**config.mk**
```make
export PLATFORM = sky130hd
export DESIGN_NAME = stream_serializer
export DESIGN_NICKNAME = d
export VERILOG_FILES = /design/src/rtl/stream_serializer_pkg.sv /design/src/rtl/stream_serializer_beat_counter.sv /design/src/rtl/stream_serializer.sv
export SDC_FILE = /design/constraint.sdc
export NUM_CORES = 1
export LEC_CHECK = 0
export ABC_CLOCK_PERIOD_IN_PS = 1900
export CORE_MARGIN = 2
export CORE_UTILIZATION = 31
export CTS_BUF_LIST = sky130_fd_sc_hd__clkbuf_8
export DETAILED_ROUTE_END_ITERATION = 8
export DONT_BUFFER_PORTS = 1
export HOLD_SLACK_MARGIN = 0.02
export PLACE_DENSITY = 0.57
export SETUP_SLACK_MARGIN = 0.3
export SLEW_MARGIN = 20
export SYNTH_ARGS = -nofsm -noshare
export SYNTH_HDL_FRONTEND = slang
export SYNTH_HIERARCHICAL = 1
export SYNTH_SLANG_ARGS = --single-unit
export TNS_END_PERCENT = 20
```
**constraint.sdc**
```tcl
create_clock -name clk -period 1.9 [get_ports clk]
set_clock_uncertainty 0.15 [all_clocks]
set_input_delay 0.38 -clock clk [delete_from_list [all_inputs] [get_ports clk]]
set_output_delay 0.38 -clock clk [all_outputs]
set_load 0.01 [all_outputs]
```
**src/rtl/stream_serializer_pkg.sv**
```systemverilog
// Shared state encoding for the stream serializer slice.
package stream_serializer_pkg;
  typedef logic [0:0] state_t;

  localparam state_t ST_IDLE = 1'b0;
  localparam state_t ST_SEND = 1'b1;
endpackage

```
**src/rtl/stream_serializer_beat_counter.sv**
```systemverilog
// Beat position within the held word: load on accept, step on retire, flag last beat.
module stream_serializer_beat_counter #(
  parameter int CNT_W = 2
) (
  input  logic             clk,
  input  logic             rst,
  input  logic             load,
  input  logic             inc,
  input  logic [CNT_W-1:0] limit_i,
  output logic [CNT_W-1:0] cnt_o,
  output logic             last_o
);
  logic [CNT_W-1:0] cnt_q;
  logic [CNT_W-1:0] lim_q;

  always_ff @(posedge clk) begin
    if (rst) begin
      cnt_q <= '0;
      lim_q <= '0;
    end else if (load) begin
      cnt_q <= '0;
      lim_q <= limit_i;
    end else if (inc && (cnt_q != lim_q)) begin
      // saturate at the word's beat count; no wrap inside a word
      cnt_q <= cnt_q + 1'b1;
    end
  end

  assign cnt_o  = cnt_q;
  assign last_o = (cnt_q == lim_q);
endmodule

```
**src/rtl/stream_serializer.sv**
```systemverilog
// Wide-to-narrow serializer: one word per handshake, emitted LSB slice first,
// with a per-word beat count and zero-bubble back-to-back words.
module stream_serializer
  import stream_serializer_pkg::*;
#(
  parameter  int IN_WIDTH  = 128,
  parameter  int OUT_WIDTH = 32,
  localparam int RATIO     = IN_WIDTH / OUT_WIDTH,
  localparam int CNT_W     = $clog2(RATIO)
) (
  input  logic                 clk,
  input  logic                 rst,
  output logic                 w_ready_o,
  input  logic                 w_valid_i,
  input  logic [IN_WIDTH-1:0]  w_data_i,
  input  logic [CNT_W-1:0]     w_beats_i,
  output logic                 r_valid_o,
  input  logic                 r_ready_i,
  output logic [OUT_WIDTH-1:0] r_data_o,
  output logic                 r_last_o,
  output logic [CNT_W-1:0]     r_idx_o
);
  state_t                          state_q;
  logic [RATIO-1:0][OUT_WIDTH-1:0] held_q;
  logic [CNT_W-1:0]                beats_in;
  logic [CNT_W-1:0]                cnt;
  logic                            last;
  logic                            send;
  logic                            accept;
  logic                            retire;

  // Counts above RATIO-1 only exist when RATIO is not a power of two.
  if (RATIO == (1 << CNT_W)) begin : g_noclamp
    assign beats_in = w_beats_i;
  end else begin : g_clamp
    assign beats_in = (w_beats_i > CNT_W'(RATIO - 1)) ? CNT_W'(RATIO - 1) : w_beats_i;
  end

  assign send      = (state_q == ST_SEND);
  assign r_valid_o = send;
  assign r_last_o  = send & last;
  assign r_idx_o   = cnt;
  assign r_data_o  = held_q[cnt];
  // r_ready_i -> w_ready_o is the only combinational path through the block
  assign w_ready_o = !send || (r_last_o && r_ready_i);
  assign accept    = w_valid_i && w_ready_o;
  assign retire    = r_valid_o && r_ready_i;

  always_ff @(posedge clk) begin
    if (rst) begin
      state_q <= ST_IDLE;
      held_q  <= '0;
    end else if (accept) begin
      state_q <= ST_SEND;
      held_q  <= w_data_i;
    end else if (retire && last) begin
      state_q <= ST_IDLE;
    end
  end

  stream_serializer_beat_counter #(.CNT_W(CNT_W)) u_cnt (
    .clk     (clk),
    .rst     (rst),
    .load    (accept),
    .inc     (retire && !last),
    .limit_i (beats_in),
    .cnt_o   (cnt),
    .last_o  (last)
  );
endmodule

```
==> results of run 1 <==
## cell families after synthesis
logic type	Yosys count	share of synthesized area
AOI/OAI and AO/OA	4	0.00537
buffers and inverters	53	0.0494
xor gates and xnor gates	2	0.00259
DFF	133	0.394
muxes	162	0.299
and+or+nand+nor	272	0.249
## through the flow
step	setup slack (ns)	instances
2_1_floorplan	0.187	626
3_3_place_gp	0.132	880
3_5_place_dp	0.0624	880
## Yosys cell counts, types with 3 or more instances
| cell | instances | area share |
|---|---|---|
| buf_2 | 3 | 0.0022 |
| clkbuf_1 | 28 | 0.016 |
| nand2b_1 | 256 | 0.24 |
| nor2_1 | 7 | 0.0039 |
| mux2i_1 | 130 | 0.19 |
| mux4_2 | 32 | 0.11 |
| buf_4 | 6 | 0.0067 |
| dfxtp_1 | 133 | 0.39 |
| nand2_1 | 3 | 0.0017 |
| buf_6 | 13 | 0.022 |
==> impl_metrics.ini, run 1 <==
[die]
die_h_um = 152
io_pins = 171
rows = 54
die_x_um = 152
initial_core_util = 0.312

[synth]
syn_nets = 760
synth_edf_count = 0
yosysSeqAreaShare = 0.394
yosysWarnings = 6
netlist_area_um2 = 6760
synth_area_per_cell_um2 = 10.8
synth_cells = 626
synth_ff_type = dfxtp_1
ys_types = 21
ys_ff_latch = 133
synthArstFlopShare = 0

[cts]
clockBufferDepth = 2
htree_levels = 4
cts_resized = 12
root_buffer = clkbuf_8
cts_inserted_buffers = 17
cts_sinks = 133
cts_hold_buf = 184
cts_setup_buffers = 5

[run_status]
error = [ERROR RSZ-0060] Max buffer count reached.
status = aborted with a tool error
lastStage = clock tree synthesis

[place]
place_congestion = 0.748
portBuffers = 0
dpl.hpwl_um = 10300
postPlaceCellArea_um2 = 7090
==> run 2: changes to the inputs <==
Settings changed: ABC_CLOCK_PERIOD_IN_PS 1900 to 2500, CORE_UTILIZATION 31 to 20, CTS_BUF_LIST sky130_fd_sc_hd__clkbuf_8 to unset, HOLD_SLACK_MARGIN 0.02 to unset, PLACE_DENSITY 0.57 to unset, PLACE_DENSITY_LB_ADDON set to 0.15, SETUP_SLACK_MARGIN 0.3 to unset.
Clock period 1.9 ns to 2.5 ns, I/O delays scaled along.
==> run 2 against run 1 <==
Synthesized cell count unchanged. Area after synthesis unchanged. The run now ends clean.
==> impl_metrics.ini, run 2 <==
[run_status]
status = completed

[power]
p_per_area_nw_per_um2 = 716
vdd_ir_drop_max_mv = 0.446
finalPower_uw = 5550
power_leakage_uw = 0.00286

[cts]
cts_sinks = 133
htree_levels = 4
clk_latency_ns = 0.42
cts_inserted_buffers = 17
root_buffer = clkbuf_16
cts_setup_buffers = 0
clkSlewWorstSetupHoldPaths_ns = 0.05
clockBufferDepth = 2
cts_tree = yes

[die]
io_pins = 171
die-area_um2 = 35300
core_um2 = 33400
initial_core_util = 0.203
die_x_um = 188
rows = 67
die_h_um = 188

[layout]
largest_reg_flops = 128
final_cell_mix = nand2b_1, dfxtp_1, mux2i_1
final_area_um2 = 7750
nets = 737
layout-drive-gt1-share = 0.122
num_antenna_cells = 0
final_common_cell = nand2b_1
regMostFlops = held_q
final_cells = 1064
area_delta_synth_final_pct = 14.8

[synth]
synth_area_per_cell_um2 = 10.8
netlist_area_um2 = 6760
ys_ff_latch = 133
synth_top_cells_by_area = dfxtp_1, nand2b_1, mux2i_1, mux4_2, buf_6
yosysWarnings = 6
synth.largest_area_cell = dfxtp_1
synthArstFlopShare = 0
syn_nets = 760
synth_edf_count = 0
yosysMostFrequentCell = nand2b_1
synth_cells = 626
ys_types = 21
synth_commonest_cells = nand2b_1, dfxtp_1, mux2i_1
yosysSeqAreaShare = 0.394
yosys.area.top_type_share = 0.394
synth_ff_type = dfxtp_1

[sta]
setup_viol = 0
max_freq_mhz = 416
worstMarginPinSlew_ns = 0.451
tns_ns = 0
max_slew_margin = 0.699
maxSlewViolCount = 0
hold_violations = 0
rsz0062_at_grt = false
period_needed_ns = 2.40
min_period_over_period = 0.962

[place]
dp_cells = 1031
place_congestion = 0.682
portBuffers = 0
dpl.hpwl_um = 11200
postPlaceCellArea_um2 = 7110

[grt]
grt_pass1_wl_um = 25800
grt_use_total = 0.0951
first_global_vias = 4409
gr-total-overflow = 0
grt_max_degree = 259
antenna_found_initial = 0

[worst_setup_path]
worstSetupPathType = flip-flop to output port
r2r-start = u_cnt/cnt_o[0]
worstPathArrival_ns = 1.75
critPathMaxStageDelay_ns = 0.63
reg2reg_slack_ns = 0.44
path_max_fanout = 20
crit_buf_inv = 1
crit_path_start_kind = flip-flop
path_cells = buf_4, mux4_2
critical_path_required_ns = 1.85
cp_top_family = multiplexers
regToRegEndpoint = held_q[32]
crit_path_end_kind = output port
worstRegToRegCells = 7
crit_slowest_cell = mux4_2

[hold_path]
hold_depth = 2
worst_hold_path.endpoint = r_valid_o
hp-class = input pin to flip-flop
hold_start = w_valid_i

[drt]
vias = 4147
avgViaCountPerCell = 3.90
drt_iter0_markers = 141
ant_nets = 0
post-route-drc-count = 0
wire_per_inst_um = 15.4
routed_wl_um = 16400
dr.pass1.iters = 4

[flow_run]
maxCapViolCount = 0
run 2: kinds of logic after synthesis:
family                 count (synthesis)  share of synthesized area
buffers and inverters                 53                     0.0494
AND/OR/NAND/NOR                      272                      0.249
AO/OA/AOI/OAI                          4                    0.00537
flip-flops                           133                      0.394
XOR/XNOR                               2                    0.00259
multiplexers                         162                      0.299
run 2: area by class of cell:
type	instances	area [um2]
Multi-Input combinational cell	440	3760
Sequential cell	133	2670
Tap cell	448	561
Inverter	2	7.51
Clock inverter	12	178
Timing Repair Buffer	9	120
Clock buffer	20	457
Fill cell	3630	25600
run 2: timing repair:
item,CTS,global route
endpoints found under the hold margin,3,0
setup endpoints to repair,2,0
gates resized for setup,1,0
hold buffers,1,0
run 2: how the worst max path moves through the flow:
stage	start	to	slack (ns)	cells after the start
4_1_cts	u_cnt/cnt_o[1]	r_data_o[20]	0.03	2
5_1_grt	u_cnt/cnt_o[0]	r_data_o[9]	0.02	2
6_report	u_cnt/cnt_o[1]	r_data_o[20]	0.1	2
3_5_place_dp	u_cnt/cnt_o[0]	held_q[32]	0.46	7
2_1_floorplan	u_cnt/cnt_o[0]	r_data_o[10]	0.39	3
3_3_place_gp	u_cnt/cnt_o[0]	r_data_o[2]	0.49	2
run 2: worst register-to-register path: cells and delay by family (launching register included):
| kind | cells | cell delay, ns |
|---|---|---|
| AOI/OAI and AO/OA | 1 | 0.12 |
| and+or+nand+nor | 2 | 0.40 |
| buffers and inverters | 2 | 0.49 |
| xor gates and xnor gates | 1 | 0.16 |
| DFF | 1 | 0.38 |
| muxes | 1 | 0.27 |
run 2: report_power, final:
part,internal [uW],total (uW),switching (uW)
Clock,1720,2700,978
Combinational,281,503,222
Sequential,2270,2350,80.3
Total,4270,5550,1280
run 2: through the flow:
stage | util | setup WS [ns] | hold slack, ns
final | 0.232 | 0.0954 | 0.0637
after global routing | 0.232 | 0.0151 | 0.0393
after CTS | 0.232 | 0.0336 | 0.0286
after detailed placement | 0.213 | 0.461 | 0.307
after global placement | 0.213 | 0.490 | 0.304
after floorplan | - | 0.386 | 0.295
run 2: per-layer routing:
layer | share of wire | GRT usage
met4 | 0.013 | 0.0330
met1 | 0.46 | 0.116
met5 | 0 | 0
met2 | 0.47 | 0.151
met3 | 0.059 | 0.0389
Note: power is estimated with default switching activity, not from simulation.
==> run 3: changes to the inputs <==
Settings changed: ABC_CLOCK_PERIOD_IN_PS 2500 to unset, CAP_MARGIN set to 20.
==> results of run 3 <==
Same layout as run 2: the final DEF is identical, and so are final timing and power.
==> run 4: changes to the inputs <==
Settings changed: SLEW_MARGIN 20 to unset, SYNTH_HIERARCHICAL 1 to unset, TNS_END_PERCENT 20 to 30.
==> run 4 against run 3 <==
Wire length grew 4.2%. Cell count shrank 4.3%. Utilization grew 0.26 points. Cell area shrank 7.1%. Non-clock buffer count grew 6. Critical path type unchanged. Area after synthesis shrank 7.8%. First-iteration DRC count grew 13%. Sequential share of layout area grew 2.6 points. Combinational power grew 27%. Clock power shrank 8.9%. Synthesized cell count grew 0.16%. Power shrank 1.1%.
==> impl_metrics.ini, run 4 <==
[grt]
grt_use_total = 0.107
first_global_vias = 4458
antenna_found_initial = 1
grt_max_degree = 71
grt_pass1_wl_um = 26400
gr-total-overflow = 0

[cts]
cts_sinks = 133
cts_tree = yes
htree_levels = 4
clockBufferDepth = 2
clkSlewWorstSetupHoldPaths_ns = 0.06
clk_latency_ns = 0.42
root_buffer = clkbuf_16
cts_inserted_buffers = 17

[worst_setup_path]
worstPathArrival_ns = 1.72
critical_path_required_ns = 1.85
cp_top_family = multiplexers
crit_slowest_cell = mux4_2
crit_path_start_kind = flip-flop
critPathMaxStageDelay_ns = 0.58
worstSetupPathType = flip-flop to output port
reg2reg_slack_ns = 0.51
path_max_fanout = 7
path_cells = buf_4, mux4_2
crit_buf_inv = 1
crit_path_end_kind = output port

[synth]
ys_types = 24
netlist_area_um2 = 6230
synth_edf_count = 0
synth_commonest_cells = nand2_1, dfxtp_1, mux2i_1
synth_area_per_cell_um2 = 9.94
yosysWarnings = 0
synthArstFlopShare = 0
synth_ff_type = dfxtp_1
yosysSeqAreaShare = 0.427
synth.largest_area_cell = dfxtp_1
synth_cells = 627
yosys.area.top_type_share = 0.427
yosysMostFrequentCell = nand2_1
syn_nets = 761
synth_top_cells_by_area = dfxtp_1, mux2i_1, nand2_1, mux4_2, nand2b_1
ys_ff_latch = 133

[die]
die-area_um2 = 32600
core_um2 = 30700
die_h_um = 181
initial_core_util = 0.203
io_pins = 171
die_x_um = 181
rows = 64

[hold_path]
hp-class = input pin to flip-flop

[place]
place_congestion = 0.685
portBuffers = 0
dp_cells = 984
dpl.hpwl_um = 11500

[sta]
tns_ns = 0
min_period_over_period = 0.950
max_freq_mhz = 421
setup_viol = 0
maxSlewViolCount = 0
hold_violations = 0
rsz0062_at_grt = false
period_needed_ns = 2.37
worstMarginPinSlew_ns = 0.518
max_slew_margin = 0.654

[drt]
avgViaCountPerCell = 4.16
wire_per_inst_um = 16.8
vias = 4238
dr.pass1.iters = 4
drt_iter0_markers = 160
routed_wl_um = 17100
post-route-drc-count = 0
ant_nets = 0

[power]
p_per_area_nw_per_um2 = 762
vdd_ir_drop_max_mv = 0.450
finalPower_uw = 5490
power_leakage_uw = 0.00296

[layout]
final_common_cell = nand2_1
nets = 744
regMostFlops = held_q
layout-drive-gt1-share = 0.129
final_cell_mix = nand2_1, mux2i_1, dfxtp_1
fin_util = 0.235
final_cells = 1018
largest_reg_flops = 128
area_delta_synth_final_pct = 15.7
fillers = 3301

[run_status]
status = completed

[flow_run]
maxCapViolCount = 0
==> run 4: cell count changes after synthesis, moves of 2 or more <==
cell      delta
nand2_1    +205
nand2b_1   -201
buf_2        +6
nor2_1       -6
buf_4        -5
and3b_1      -2
buf_6        -2
mux2i_1      +2
nor2b_1      -2
==> run 4: cells by family after synthesis <==
| logic type | share of synthesized area |
|---|---|
| XOR/XNOR | 0.00402 |
| multiplexers | 0.328 |
| buffers and inverters | 0.0488 |
| AND/OR/NAND/NOR | 0.184 |
| flip-flops | 0.427 |
| AO/OA/AOI/OAI | 0.00803 |
==> run 4: cell type report <==
| type | instances | area (um2) | share of cell area |
|---|---|---|---|
| tap | 396 | 495 | 0.0687 |
| sequential | 133 | 2670 | 0.370 |
| antenna | 1 | 2.50 | 0.000347 |
| clock inverter | 10 | 106 | 0.0148 |
| inverter | 4 | 20.0 | 0.00278 |
| multi-input combinational | 439 | 3270 | 0.453 |
| timing repair buffer | 15 | 194 | 0.0269 |
| clock buffer | 20 | 457 | 0.0634 |
==> run 4: what timing repair did <==
item / in CTS / in global routing
setup buffers: 1 / 1
setup endpoints to repair: 14 / 8
hold buffers: 1 / 0
resized for setup: 0 / 0
endpoints found under the hold margin: 2 / 0
==> run 4: per-layer routing <==
layer | vias to the layer above | wire length [um] | GRT usage
met5 | - | 0 | 0
met4 | 0 | 209 | 0.0365
met3 | 9 | 1280 | 0.0489
met2 | 108 | 8250 | 0.170
met1 | 2049 | 7380 | 0.128
li1 | 2072 | - | -
==> run 4: path summary, 6_finish.rpt <==
check / startpoint / endpoint / cells after the start
worst min-delay path: w_data_i[98] / held_q[98] / 2
worst max register to register: u_cnt.cnt_o[1] / held_q[64] / 4
worst max-delay path: u_cnt.cnt_o[1] / r_data_o[14] / 2
worst min register to register: held_q[35] / held_q[35] / 2
==> run 4: report_power, final <==
| part | total [uW] | switching [uW] | internal [uW] |
|---|---|---|---|
| Sequential | 2400 | 95.2 | 2300 |
| Combinational | 639 | 338 | 301 |
| Clock | 2460 | 958 | 1500 |
==> run 4: through the flow <==
stage	hold WS, ns	instance area (um2)	worst slack [ns]
global placement	0.292	6610	0.415
detailed placement	0.299	6610	0.359
CTS	0.0254	7200	0.00929
finish	0.0553	7210	0.125
floorplan	0.285	6230	0.281
global route	0.0246	7210	0.0324
